$ cat src/rtl/mips_pkg.sv
// rtl/mips_pkg.sv - shared widths and load-type codes for the MIPS pipeline
package mips_pkg;

   localparam int REG_IDX_W = 5;
   localparam int DATA_W    = 32;

   typedef enum logic [2:0] {
      LD_NONE = 3'b000,
      LB      = 3'b001,
      LBU     = 3'b010,
      LH      = 3'b011,
      LHU     = 3'b100,
      LW      = 3'b101
   } ld_op_e;

endpackage

$ cat src/rtl/load_extract.sv
// rtl/load_extract.sv - combinational load data extraction and extension
module load_extract
   import mips_pkg::*;
(
   input  logic [2:0]        ld_op,
   input  logic [DATA_W-1:0] res,
   input  logic [DATA_W-1:0] ld_data,
   output logic [DATA_W-1:0] result
);

   logic [7:0]  byte_sel;
   logic [15:0] half_sel;

   always_comb begin
      case (res[1:0])
         2'd0:    byte_sel = ld_data[7:0];
         2'd1:    byte_sel = ld_data[15:8];
         2'd2:    byte_sel = ld_data[23:16];
         default: byte_sel = ld_data[31:24];
      endcase
      // res[0] is ignored for halfwords; misaligned accesses never get here
      half_sel = res[1] ? ld_data[31:16] : ld_data[15:0];
   end

   always_comb begin
      case (ld_op)
         LB:      result = {{24{byte_sel[7]}}, byte_sel};
         LBU:     result = {24'd0, byte_sel};
         LH:      result = {{16{half_sel[15]}}, half_sel};
         LHU:     result = {16'd0, half_sel};
         LW:      result = ld_data;
         default: result = res;
      endcase
   end

endmodule

$ cat src/rtl/wb_stage.sv
// rtl/wb_stage.sv - writeback stage: pipeline register, load extraction,
// register-file write port, bypass and debug trace
module wb_stage
   import mips_pkg::*;
(
   input  logic                 clk,
   input  logic                 resetn,
   input  logic                 ms_to_ws_valid,
   output logic                 ws_allowin,
   input  logic [DATA_W-1:0]    ms_pc,
   input  logic                 ms_gr_we,
   input  logic [REG_IDX_W-1:0] ms_dest,
   input  logic [DATA_W-1:0]    ms_res,
   input  logic [2:0]           ms_ld_op,
   input  logic [DATA_W-1:0]    ms_ld_data,
   input  logic                 trace_stall,
   output logic                 rf_we,
   output logic [REG_IDX_W-1:0] rf_waddr,
   output logic [DATA_W-1:0]    rf_wdata,
   output logic [REG_IDX_W-1:0] ws_fwd_dest,
   output logic [DATA_W-1:0]    ws_fwd_data,
   output logic [DATA_W-1:0]    debug_wb_pc,
   output logic [3:0]           debug_wb_rf_wen,
   output logic [REG_IDX_W-1:0] debug_wb_rf_wnum,
   output logic [DATA_W-1:0]    debug_wb_rf_wdata
);

   logic                 ws_valid;
   logic                 ws_ready_go;
   logic [DATA_W-1:0]    ws_pc;
   logic                 ws_gr_we;
   logic [REG_IDX_W-1:0] ws_dest;
   logic [DATA_W-1:0]    ws_res;
   logic [2:0]           ws_ld_op;
   logic [DATA_W-1:0]    ws_ld_data;
   logic [DATA_W-1:0]    ws_result;

   assign ws_ready_go = !trace_stall;
   assign ws_allowin  = !ws_valid || ws_ready_go;

   always_ff @(posedge clk or negedge resetn) begin
      if (!resetn) begin
         ws_valid   <= 1'b0;
         ws_pc      <= '0;
         ws_gr_we   <= 1'b0;
         ws_dest    <= '0;
         ws_res     <= '0;
         ws_ld_op   <= '0;
         ws_ld_data <= '0;
      end else begin
         if (ws_allowin)
            ws_valid <= ms_to_ws_valid;
         if (ms_to_ws_valid && ws_allowin) begin
            ws_pc      <= ms_pc;
            ws_gr_we   <= ms_gr_we;
            ws_dest    <= ms_dest;
            ws_res     <= ms_res;
            ws_ld_op   <= ms_ld_op;
            ws_ld_data <= ms_ld_data;
         end
      end
   end

   load_extract u_load_extract (
      .ld_op   (ws_ld_op),
      .res     (ws_res),
      .ld_data (ws_ld_data),
      .result  (ws_result)
   );

   assign rf_we    = ws_valid && ws_gr_we && ws_ready_go;
   assign rf_waddr = ws_dest;
   assign rf_wdata = ws_result;

   // Bypass ignores the stall so decode keeps seeing the pending write
   assign ws_fwd_dest = (ws_valid && ws_gr_we) ? ws_dest : '0;
   assign ws_fwd_data = ws_result;

   assign debug_wb_pc       = ws_pc;
   assign debug_wb_rf_wen   = {4{rf_we}};
   assign debug_wb_rf_wnum  = ws_dest;
   assign debug_wb_rf_wdata = ws_result;

endmodule

$ cat config.mk
export PLATFORM = sky130hd
export DESIGN_NAME = wb_stage
export DESIGN_NICKNAME = d
export VERILOG_FILES = /design/src/rtl/mips_pkg.sv /design/src/rtl/load_extract.sv /design/src/rtl/wb_stage.sv
export SDC_FILE = /design/constraint.sdc
export NUM_CORES = 1
export LEC_CHECK = 0
export ABC_AREA = 1
export CAP_MARGIN = 20
export CORE_ASPECT_RATIO = 2
export CORE_MARGIN = 2
export CORE_UTILIZATION = 46
export CTS_BUF_LIST = sky130_fd_sc_hd__clkbuf_16
export CTS_CLUSTER_DIAMETER = 200
export DETAILED_ROUTE_END_ITERATION = 7
export GPL_TIMING_DRIVEN = 0
export PLACE_DENSITY = 0.86
export SLEW_MARGIN = 20
export SYNTH_ARGS = -nofsm -noshare
export SYNTH_HDL_FRONTEND = slang
export SYNTH_SLANG_ARGS = --single-unit
$ cat constraint.sdc
create_clock -name clk -period 3.3 [get_ports clk]
set_input_delay 0.99 -clock clk [delete_from_list [all_inputs] [get_ports clk]]
set_output_delay 0.99 -clock clk [all_outputs]
set_load 0.02 [all_outputs]
# Word-level counts from Yosys, hierarchy flattened

Cells that the tools add are included.

Register bits after elaboration: 106
Memories kept: 0
ROM bits: 0
Input bits: 109
RAM bits: 0
Output and inout port bits: 149
Word-level logic and storage cells: 25
Latch bits: 0

Reduce and logical (&&, ||, !) cells: 7
Add/sub/neg operators: 0
Magnitude comparators: 0
Bitwise gates (word level): 0
Multiply operators: 0
Div/mod/pow operators: 0
Shift operators: 0
Multiplexer cells: 4
Eq/ne operators: 7

Operator list:

| cell                 | count |
|---|---|
| $pmux W32 S5         | 1 |
| $pmux W8 S3          | 1 |
| $mux W16             | 1 |
| $eq A3 B2 Y1 const B | 2 |
| $eq A3 B3 Y1 const B | 2 |
| $mux W5              | 1 |
| $eq A3 B1 Y1 const B | 1 |
| $logic_and A1 B1 Y1  | 3 |
| $eq A2 B1 Y1 const B | 1 |
| $eq A2 B2 Y1 const B | 1 |
| $logic_not A1 Y1     | 2 |
| $logic_not A2 Y1     | 1 |
| $logic_or A1 B1 Y1   | 1 |

# Depth between registers and ports, before layout

Gate-level depths: netlist of run 1.

Word-level depth: 3
Mapped depth: 10
Mapped depth without buffers: 8

# Hierarchy

Synthesis of run 1 repeated with hierarchy kept, for this count alone.

Cell total of the unflattened synthesis: 806
Area, all modules: 6013.3 um2

By module, submodules not included:

| module       | area an instance (um2) | times used | cells an instance | seq. area each (um2) |
|---|---|---|---|---|
| wb_stage     | 4754.6                 | 1          | 543               | 2652.5 |
| load_extract | 1258.7                 | 1          | 263               | 0.0 |

# Worst setup path before layout of run 1

Ideal clock, no wire load.

Path kind: input to output
Start: input trace_stall
End: output debug_wb_rf_wen[0]
Required time: 2310 ps
Path buffers: 1
Path slack: 665 ps
Stages on the path: 2
Arrival time: 1645 ps
Cell sequence: nor2_1 -> buf_4

Cells in the longest elaborated chain, start to end: 2

RTL lines:

| what                | RTL line       | source |
|---|---|---|
| start, declared     | wb_stage.sv:16 | `input logic trace_stall,` |
| $logic_not A1 Y1    | wb_stage.sv:38 | `assign ws_ready_go = !trace_stall;` |
| $logic_and A1 B1 Y1 | wb_stage.sv:71 | `assign rf_we = ws_valid && ws_gr_we && ws_ready_go;` |
| end, declared       | wb_stage.sv:23 | `output logic [3:0] debug_wb_rf_wen,` |

No other way between the ends.

# Worst setup path in the final report of run 1

Start: register ws_ld_op[2]
End: output rf_wdata[1]

Cells in the longest elaborated chain, start to end: 2
Elaborated cells on any way between the ends: 6
Classes of those cells: eq/ne (5); mux (1)

RTL lines:

| what                                       | RTL line           | source |
|---|---|---|
| start, declared                            | wb_stage.sv:34     | `logic [2:0] ws_ld_op;` |
| start signal, assigned                     | wb_stage.sv:58     | `ws_ld_op <= ms_ld_op;` |
| $eq A3 B3 Y1, or another cell as far along | load_extract.sv:26 | `case (ld_op)` |
| $pmux W32 S5 (*)                           | load_extract.sv:26 |  |
| end, declared                              | wb_stage.sv:19     | `output logic [DATA_W-1:0] rf_wdata,` |

Every way passes the cells marked *; elsewhere a longest branch is shown, timed or not.

==> results of run 1 <==
[through the flow]
step	worst slack (ns)	cells
after floorplan	0.665	632
after global placement	-2.88	1039
after detailed placement	-0.200	1040
after CTS	0.000112	1056
after global routing	-0.0761	1056
final	-0.00899	1056
[registers in the layout, indices dropped and copies added (netlist names)]
name and flops:
debug_wb_pc 32, ws_ld_data 32, ws_res 32, debug_wb_rf_wnum 5
ws_ld_op 3, ws_gr_we 1, ws_valid 1
[cell usage after synthesis]
| cell | instances | area [um^2] |
|---|---|---|
| buf_2 | 19 | 95.1 |
| nand3_1 | 47 | 235 |
| nand3b_4 | 1 | 20.0 |
| buf_6 | 9 | 101 |
| a21oi_1 | 35 | 175 |
| nor2_1 | 55 | 206 |
| o21ai_2 | 1 | 8.76 |
| nand2_2 | 7 | 43.8 |
| mux2_4 | 25 | 375 |
| or2_1 | 1 | 6.26 |
| buf_4 | 78 | 586 |
| o21ai_0 | 11 | 55.1 |
| dfrtp_1 | 106 | 2650 |
| nand4_1 | 27 | 169 |
| inv_2 | 3 | 11.3 |
| nand3_2 | 1 | 10.0 |
| inv_1 | 46 | 173 |
| mux2_2 | 54 | 608 |
| and2_1 | 1 | 6.26 |
| nand2_1 | 105 | 394 |
[per-layer routing]
metal	up-vias	wire length (um)	share of wire, %
li1	2529	-	-
met1	2576	6210	34
met2	275	10100	55
met3	55	1270	6.9
met4	0	881	4.8
met5	-	0	0
[layout by cell type, fill, tap and decap left out, types with 10 or more instances in the layout]
master           Yosys  final
nand4_1             27     27
clkdlybuf4s50_1      0    162
buf_6                9     10
dlymetal6s2s_1       0     33
buf_2               19     15
dlygate4sd2_1        0     57
mux2_2              54     54
buf_4               78     84
dfrtp_1            106    106
a21oi_1             35     33
inv_1               46     45
mux2_4              25     25
nand3_1             47     44
nand2_1            105    105
nor2_1              55     54
[report_power, final]
part           switching (mW)  internal [mW]  total (mW)
registers               0.148           1.49        1.64
logic                    1.47           1.40        2.87
clock network           0.513          0.526        1.04
total                    2.13           3.42        5.55
[worst min path at each step]
| stage | startpoint | end | slack [ns] |
|---|---|---|---|
| floorplan | ws_gr_we$_DFFE_PN0P_ | ws_gr_we$_DFFE_PN0P_ | 0.48 |
| finish | debug_wb_pc[13]$_DFFE_PN0P_ | debug_wb_pc[13]$_DFFE_PN0P_ | 0.51 |
| detailed placement | debug_wb_pc[13]$_DFFE_PN0P_ | debug_wb_pc[13]$_DFFE_PN0P_ | 0.49 |
| CTS | debug_wb_pc[13]$_DFFE_PN0P_ | debug_wb_pc[13]$_DFFE_PN0P_ | 0.51 |
| global route | debug_wb_pc[3]$_DFFE_PN0P_ | debug_wb_pc[3]$_DFFE_PN0P_ | 0.53 |
| global placement | ws_res[12]$_DFFE_PN0P_ | ws_res[12]$_DFFE_PN0P_ | 0.49 |
[critical path, delay by kind of cell, from the launching register on]
kind,cells,cell delay [ns]
buf+inv,4,1.06
flops,1,0.43
simple gates,4,0.49
[logic make-up (layout without fill, tap and decap cells)]
logic type	Yosys count	after routing	synth area share [%]
buffers and inverters	155	429	16.3
AO/OA/AOI/OAI	47	47	4.03
flip-flops	106	106	44.7
multiplexers	79	79	16.6
AND/OR/NAND/NOR	245	245	18.4
[cell type report]
| class | count | area share, % |
|---|---|---|
| Buffer | 106 | 8.75 |
| Clock buffer | 9 | 2.49 |
| Clock inverter | 7 | 0.677 |
| Inverter | 49 | 2.03 |
| Multi-Input combinational cell | 371 | 26.0 |
| Sequential cell | 106 | 29.3 |
| Tap cell | 150 | 2.07 |
| Timing Repair Buffer | 258 | 28.7 |
[repair_timing]
item                                    in CTS  in global routing
endpoints found under the setup margin      76                 40
hold buffers                                 0                  0
resized for setup                           72                 43
==> impl_metrics.json, run 1 <==
{
  "worstReg2RegEnd": "ws_res[19]$_DFFE_PN0P_",
  "clk_latency_ns": 0.35,
  "regArea_mm2": 0.00265,
  "synth.avg_cell_area_um2": 9.39,
  "synth_cell_types": 20,
  "post_drt_wl_per_cell_um": 17.5,
  "place_congestion": 0.899,
  "power.density_mw_per_mm2": 613,
  "holdWs_ns": 0.507,
  "cp_cell_sequence": "inv_2 > nand3_1 > nand2_1 > buf_4 > nand2_1 > nand3_1 > buf_4 > clkdlybuf4s50_1",
  "reg2reg_depth": 5,
  "antenna_found_initial": 0,
  "post-route-drc-count": 0,
  "portBuffers": 257,
  "die_y_um": 165,
  "post_cts_buffers": 0,
  "grt_usage_pct": 26.3,
  "slew_headroom_pct": 75.2,
  "setup-tns-final_ns": -0.00899,
  "design_area_mm2": 0.00905,
  "hold_class": "register to register",
  "num-fill-cells": 942,
  "p_leak_nw": 4.82,
  "cts.sinks": 106,
  "netlist_instances": 632,
  "firstDrtPassIters": 5,
  "max_freq_mhz": 302,
  "grtUsageMet3_pct": 5.15,
  "via_per_inst": 5.15,
  "grt_pass1_wl_um": 28400,
  "startpoint": "ws_ld_op[2]$_DFFE_PN0P_",
  "top_usage_layer": "met2",
  "grt_max_degree": 70,
  "violations": "setup timing",
  "power.total_mw": 5.55,
  "crit_path_start_kind": "register",
  "fin_crit_ns": 3.31,
  "grt_overflow": 0,
  "utilization_pct": 72.1,
  "critPathKind": "register to primary output",
  "fin_ws_ns": -0.00899,
  "htree_levels": 3,
  "ioPinCount": 258,
  "hold_viol_final": 0,
  "cts_buffers": 9,
  "r2r-start": "ws_valid$_DFFE_PN0N_",
  "seq_area_frac_synth_pct": 44.7,
  "met1_usage_pct": 27.9,
  "grtUsageMet2_pct": 48.3,
  "area_delta_synth_final_pct": 52.6,
  "ir_drop_mv": 0.411,
  "cp_slowest_stage_delay_ns": 0.59,
  "fp-row-count": 58,
  "endpoint": "rf_wdata[1]",
  "worstMarginPinSlew_ns": 0.372,
  "vias": 5435,
  "multi_input_area_mm2": 0.00235,
  "slew_violations": 0,
  "drv_cap": 0,
  "drive_above_1_share_pct": 25.1,
  "die_w_um": 84.3,
  "initial_core_util_pct": 47.2,
  "crit_required_ns": 2.31,
  "syn-cell-area_mm2": 0.00593,
  "layout.nets": 1010,
  "worstPathMaxFanout": 10,
  "synth_warnings": 0,
  "die_area_mm2": 0.0139,
  "setup_viol": 1,
  "first_iter_violations": 333,
  "totalWireLength_um": 18500,
  "min_path_cells": 1,
  "path_clk_slew_ns": 0.07,
  "dpl-instance-area_mm2": 0.00872,
  "status": "finished with violations",
  "tritoncts": "built",
  "worstPathArrival_ns": 2.32,
  "coreArea_mm2": 0.0126,
  "r2r_setup_slack_ns": 1.88,
  "ant_nets": 0,
  "dpl.hpwl_um": 14400,
  "cts_root_buf": "clkbuf_16",
  "end_kind": "primary output",
  "diodes": 0,
  "clock_path_buffers": 2,
  "ys_seq_elements": 106,
  "fin_crit_sh_pct": 100,
  "synthesis.nets": 741,
  "rsz0062_at_grt": "yes",
  "slowest_stage": "clkdlybuf4s50_1",
  "finClkSkew_ns": 0.0113,
  "grt_pass1_vias": 5647
}
No activity file was read; power rests on OpenSTA's default activity.
==> inputs of run 2 (changes only) <==
HOLD_SLACK_MARGIN = 0.1   (was not set)
==> results of run 2 <==
No change in the layout: final DEF, timing and power equal those of run 1.
